[src/rtl/seg7_scanner.sv]
// Four-digit multiplexed seven-segment scanner with frame-synchronous display update,
// per-slot anode blanking, leading-zero suppression and live decimal points.
module seg7_scanner #(
  parameter int PRESCALE = 50000,
  parameter int BLANK    = 4
) (
  input  logic        clock,
  input  logic        reset,
  input  logic [15:0] value,
  input  logic        load,
  input  logic        blank_lz,
  input  logic [3:0]  dp_in,
  output logic [3:0]  anode,
  output logic [6:0]  cathode,
  output logic        dp,
  output logic        frame
);

  localparam logic [15:0] LP_CNT_MAX = 16'(PRESCALE - 1);
  localparam logic [15:0] LP_BLANK   = 16'(BLANK);

  logic [15:0] r_cnt;
  logic [1:0]  r_dig;
  logic [15:0] r_disp;
  logic [15:0] r_pend;
  logic        r_pend_v;
  logic [3:0]  r_anode;
  logic [6:0]  r_cathode;
  logic        r_dp;
  logic        r_frame;

  logic        w_tick;
  logic        w_wrap;
  logic [15:0] w_cnt_n;
  logic [1:0]  w_dig_n;
  logic [15:0] w_disp_n;
  logic [3:0]  w_nib;
  logic        w_lz_blank;
  logic        w_lit;
  logic [6:0]  w_seg;
  logic [3:0]  w_anode_n;
  logic [6:0]  w_cathode_n;
  logic        w_dp_n;

  assign w_tick  = (r_cnt == LP_CNT_MAX);
  assign w_wrap  = w_tick && (r_dig == 2'd3);
  assign w_cnt_n = w_tick ? 16'd0 : r_cnt + 16'd1;
  assign w_dig_n = w_tick ? r_dig + 2'd1 : r_dig;

  // A load coinciding with the wrap edge bypasses pend so the newest word wins.
  always_comb begin
    w_disp_n = r_disp;
    if (w_wrap) begin
      if (load)
        w_disp_n = value;
      else if (r_pend_v)
        w_disp_n = r_pend;
    end
  end

  // Outputs are decoded from post-edge state so they line up with cnt/dig/disp.
  always_comb begin
    w_nib      = 4'h0;
    w_lz_blank = 1'b0;
    case (w_dig_n)
      2'd0: w_nib = w_disp_n[3:0];
      2'd1: begin
        w_nib      = w_disp_n[7:4];
        w_lz_blank = blank_lz && (w_disp_n[15:4] == 12'h000);
      end
      2'd2: begin
        w_nib      = w_disp_n[11:8];
        w_lz_blank = blank_lz && (w_disp_n[15:8] == 8'h00);
      end
      default: begin
        w_nib      = w_disp_n[15:12];
        w_lz_blank = blank_lz && (w_disp_n[15:12] == 4'h0);
      end
    endcase
  end

  always_comb begin
    w_seg = 7'h7F;
    case (w_nib)
      4'h0: w_seg = 7'h40;
      4'h1: w_seg = 7'h79;
      4'h2: w_seg = 7'h24;
      4'h3: w_seg = 7'h30;
      4'h4: w_seg = 7'h19;
      4'h5: w_seg = 7'h12;
      4'h6: w_seg = 7'h02;
      4'h7: w_seg = 7'h78;
      4'h8: w_seg = 7'h00;
      4'h9: w_seg = 7'h10;
      4'hA: w_seg = 7'h08;
      4'hB: w_seg = 7'h03;
      4'hC: w_seg = 7'h46;
      4'hD: w_seg = 7'h21;
      4'hE: w_seg = 7'h06;
      default: w_seg = 7'h0E;
    endcase
  end

  assign w_lit       = (w_cnt_n >= LP_BLANK) && !w_lz_blank;
  assign w_anode_n   = w_lit ? ~(4'b0001 << w_dig_n) : 4'hF;
  assign w_cathode_n = w_lit ? w_seg : 7'h7F;
  assign w_dp_n      = w_lit ? ~dp_in[w_dig_n] : 1'b1;

  always_ff @(posedge clock or posedge reset) begin
    if (reset) begin
      r_cnt     <= 16'd0;
      r_dig     <= 2'd0;
      r_disp    <= 16'h0000;
      r_pend    <= 16'h0000;
      r_pend_v  <= 1'b0;
      r_anode   <= 4'hF;
      r_cathode <= 7'h7F;
      r_dp      <= 1'b1;
      r_frame   <= 1'b0;
    end else begin
      r_cnt     <= w_cnt_n;
      r_dig     <= w_dig_n;
      r_disp    <= w_disp_n;
      r_frame   <= w_wrap;
      r_anode   <= w_anode_n;
      r_cathode <= w_cathode_n;
      r_dp      <= w_dp_n;
      if (load) begin
        r_pend   <= value;
        r_pend_v <= 1'b1;
      end else if (w_wrap) begin
        r_pend_v <= 1'b0;
      end
    end
  end

  assign anode   = r_anode;
  assign cathode = r_cathode;
  assign dp      = r_dp;
  assign frame   = r_frame;

endmodule

[config.mk]
export PLATFORM = sky130hd
export DESIGN_NAME = seg7_scanner
export DESIGN_NICKNAME = d
export VERILOG_FILES = /design/src/rtl/seg7_scanner.sv
export SDC_FILE = /design/constraint.sdc
export NUM_CORES = 1
export LEC_CHECK = 0
export ABC_AREA = 0
export CAP_MARGIN = 10
export CORE_UTILIZATION = 45
export CTS_CLUSTER_SIZE = 10
export DETAILED_ROUTE_END_ITERATION = 10
export PLACE_DENSITY = 0.78
export SLEW_MARGIN = 15
export SYNTH_ARGS = -nofsm -noshare
export SYNTH_HDL_FRONTEND = slang
export SYNTH_SLANG_ARGS = --single-unit
export TNS_END_PERCENT = 30
[constraint.sdc]
create_clock -name clock -period 4.43 [get_ports clock]
set_clock_uncertainty 0.2 [all_clocks]
set_input_delay 0.6645 -clock clock [delete_from_list [all_inputs] [get_ports clock]]
set_output_delay 0.6645 -clock clock [all_outputs]
set_load 0.005 [all_outputs]
==> results.sh <==
export IMPL_timing_rr_end="cathode[3]$_DFF_PP1_"
export IMPL_critPathLaunchType="flop"
export IMPL_antenna_found_initial=0
export IMPL_clk_pin_slew_ns=0.07
export IMPL_io_pins=37
export IMPL_yosysUniqueCellTypes=57
export IMPL_maxCapViolations=0
export IMPL_via_per_inst=5.59
export IMPL_drt_iter0_drc=142
export IMPL_status="finished clean"
export IMPL_pwr_share_comb=0.058
export IMPL_antenna_left=0
export IMPL_tightest_slew_ns=0.888
export IMPL_holdCritPathClass="reg -> reg"
export IMPL_gp_congestion=0.892
export IMPL_track_usage=0.209
export IMPL_setup_worst_path_start="r_cnt[11]$_DFF_PP0_"
export IMPL_tns_ns=0
export IMPL_layout_cells_most_common="dfrtp_1"
export IMPL_fin_crit_ns=4.18
export IMPL_cp_endpoint="cathode[3]$_DFF_PP1_"
export IMPL_cts_buffer_depth=2
export IMPL_htree_levels=3
export IMPL_synth_ff_type="dfrtp_1"
export IMPL_vias=2610
export IMPL_grt_pass1_vias=2643
export IMPL_grt_pass1_wl_mm=12.6
export IMPL_layout_common_cells="52 x dfrtp_1, 36 x clkdlybuf4s50_1, 32 x nand2_1, 24 x nor2_1, 23 x nand3_1"
export IMPL_diodes=0
export IMPL_synth_edf_count=0
export IMPL_numCtsBuffers=9
export IMPL_fmax_mhz=239
export IMPL_clkPwrFrac=0.412
export IMPL_hpwl_mm=5.20
export IMPL_clockRootBuffer="clkbuf_8"
export IMPL_path_class="reg -> reg"
export IMPL_maxSlewHeadroom=0.407
export IMPL_post_route_period_util=0.943
export IMPL_layout_drive_gt1_share=0.204
export IMPL_critPathArrivalTime_ns=4.24
export IMPL_finalWirelength_mm=7.49
export IMPL_slew_viol_final=0
export IMPL_synth_avg_cell_area_um2=10.6
export IMPL_wl_per_cell_um=16.0
export IMPL_timing_hold_violations_final=0
export IMPL_row_count=31
export IMPL_cts_tree="built"
export IMPL_ff2ff_path_depth=13
export IMPL_coreArea_um2=7290
export IMPL_fin_nets=399
export IMPL_cts_resized=0
export IMPL_drt_first_pass_iters=4
export IMPL_port_buffers=36
export IMPL_overflow=0
export IMPL_yosysWarnings=0
export IMPL_chipWidth_um=89.2
export IMPL_p_seq_frac=0.530
export IMPL_cts_sink_count=64
export IMPL_drc=0
export IMPL_timing_rr_start="r_cnt[11]$_DFF_PP0_"
export IMPL_p_leak_uw=0.00186
export IMPL_synth_area_um2=3420
export IMPL_syn_nets=359
export IMPL_finalSetupViolCount=0
export IMPL_endpoint_kind="flop"
export IMPL_synth_seq_area_share=0.472
export IMPL_rsz0062_at_grt="false"
export IMPL_peakVddDrop_mv=0.131
export IMPL_required_ns=4.50
export IMPL_insertion_delay_ns=0.35
export IMPL_grt_max_degree=44
export IMPL_rrSetupSlack_ns=0.25
export IMPL_synthArstFlopShare=1.00
export IMPL_path_max_fanout=12
export IMPL_initial_core_util=0.470
export IMPL_power_density_nw_per_um2=280
export IMPL_switching_share=0.227
export IMPL_die_area_um2=7960
export IMPL_post_cts_buffers=0
export IMPL_synth_seq_cells=64
export IMPL_place_inst=451
export IMPL_fp_dieH_um=89.2
export IMPL_syn_to_final_growth_pct=19.2
export IMPL_p_switching_uw=260
export IMPL_fin_cells=467
export IMPL_p_int_uw=885
export IMPL_synthCells=323
export IMPL_cts_hold_buf=0
## layout make-up
cell class                 count  area, um2
clock buffer                  14        173
clock inverter                 2       12.5
fill                         654       3210
inverter                      14       53.8
multi-input combinational    226       1650
sequential                    64       1620
tap                           99        124
timing repair buffer          48        450
## cell families after synthesis
logic type	Yosys count	synth area share
and+or+nand+nor	120	0.182
DFF	64	0.472
AOI/OAI and AO/OA	47	0.113
buffers and inverters	33	0.0464
muxes	30	0.0997
xor gates and xnor gates	17	0.0435
adders and majority gates	12	0.0438
## layer usage
metal  track usage  share of wire  vias to the layer above
li1              -              -                     1236
met1         0.279           0.47                     1290
met2         0.325           0.47                       67
met3        0.0517          0.042                       17
met4        0.0866          0.020                        0
met5             0              0                        -
## flip-flops by register name (all words and copies together) (netlist names)
signal    flops
anode         4
cathode       7
r_pend_v      1
r_disp       16
dp            1
frame         1
r_dig         2
r_pend       16
r_cnt        16
## power by group through the flow
| stage | Clock, uW | Combinational, uW | Sequential [uW] |
|---|---|---|---|
| final | 472 | 66.3 | 607 |
| after global routing | 513 | 72.2 | 608 |
| after CTS | 484 | 67.8 | 607 |
| after detailed placement | 0 | 67.3 | 617 |
| after global placement | 0 | 65.8 | 617 |
| after floorplan | 0 | 33.8 | 615 |
## metrics by stage
stage	setup slack [ns]	instance area, um2	util	power (uW)	hold slack (ns)
floorplan	0.167	3420	-	648	0.255
global placement	0.423	3890	0.534	682	0.279
detailed placement	0.314	3890	0.534	685	0.284
CTS	0.265	4080	0.559	1160	0.296
global route	0.0248	4080	0.560	1190	0.330
finish	0.254	4080	0.560	1150	0.297
## how the worst min path moves through the flow
stage                             startpoint                  to  cells after the start
final                     r_cnt[0]$_DFF_PP0_  r_cnt[0]$_DFF_PP0_                      1
after global routing      r_cnt[0]$_DFF_PP0_  r_cnt[0]$_DFF_PP0_                      1
after CTS                 r_cnt[0]$_DFF_PP0_  r_cnt[0]$_DFF_PP0_                      1
after detailed placement  r_cnt[0]$_DFF_PP0_  r_cnt[0]$_DFF_PP0_                      1
after global placement    r_cnt[0]$_DFF_PP0_  r_cnt[0]$_DFF_PP0_                      1
after floorplan           r_cnt[0]$_DFF_PP0_  r_cnt[0]$_DFF_PP0_                      1
## synthesized netlist by cell type (all sizes together), types with 3 or more instances
| master | count | area share |
|---|---|---|
| a21o | 4 | 0.0088 |
| clkbuf | 11 | 0.012 |
| a21boi | 4 | 0.0088 |
| xnor2 | 9 | 0.023 |
| ha | 12 | 0.044 |
| a22oi | 3 | 0.0066 |
| dfstp | 12 | 0.092 |
| mux2i | 9 | 0.026 |
| and2 | 4 | 0.0073 |
| a21oi | 3 | 0.0044 |
| nand2 | 33 | 0.038 |
| a32o | 3 | 0.0088 |
| dfrtp | 52 | 0.38 |
| o211ai | 4 | 0.015 |
| inv | 13 | 0.014 |
| nor4 | 5 | 0.011 |
| nor3 | 6 | 0.0088 |
| nand4 | 5 | 0.0091 |
| buf | 8 | 0.019 |
| a32oi | 8 | 0.020 |
| a31oi | 4 | 0.0073 |
| nand3 | 23 | 0.034 |
| o21ai | 4 | 0.0058 |
| or4 | 4 | 0.011 |
| mux2 | 20 | 0.067 |
| nor2 | 24 | 0.026 |
| xor2 | 8 | 0.020 |
## critical path, cell delays in order, from the launching register on
cell and delay [ns]:
dfrtp_1 0.47, or4_4 0.54, nor4_1 0.29, buf_4 0.24
mux2i_1 0.37, inv_1 0.17, ha_1 0.31, a222oi_1 0.40
mux2i_2 0.20, inv_1 0.14, ha_1 0.13, nor2_1 0.05
or3b_2 0.49, o211ai_2 0.09
(Power assumes the default switching activity.)
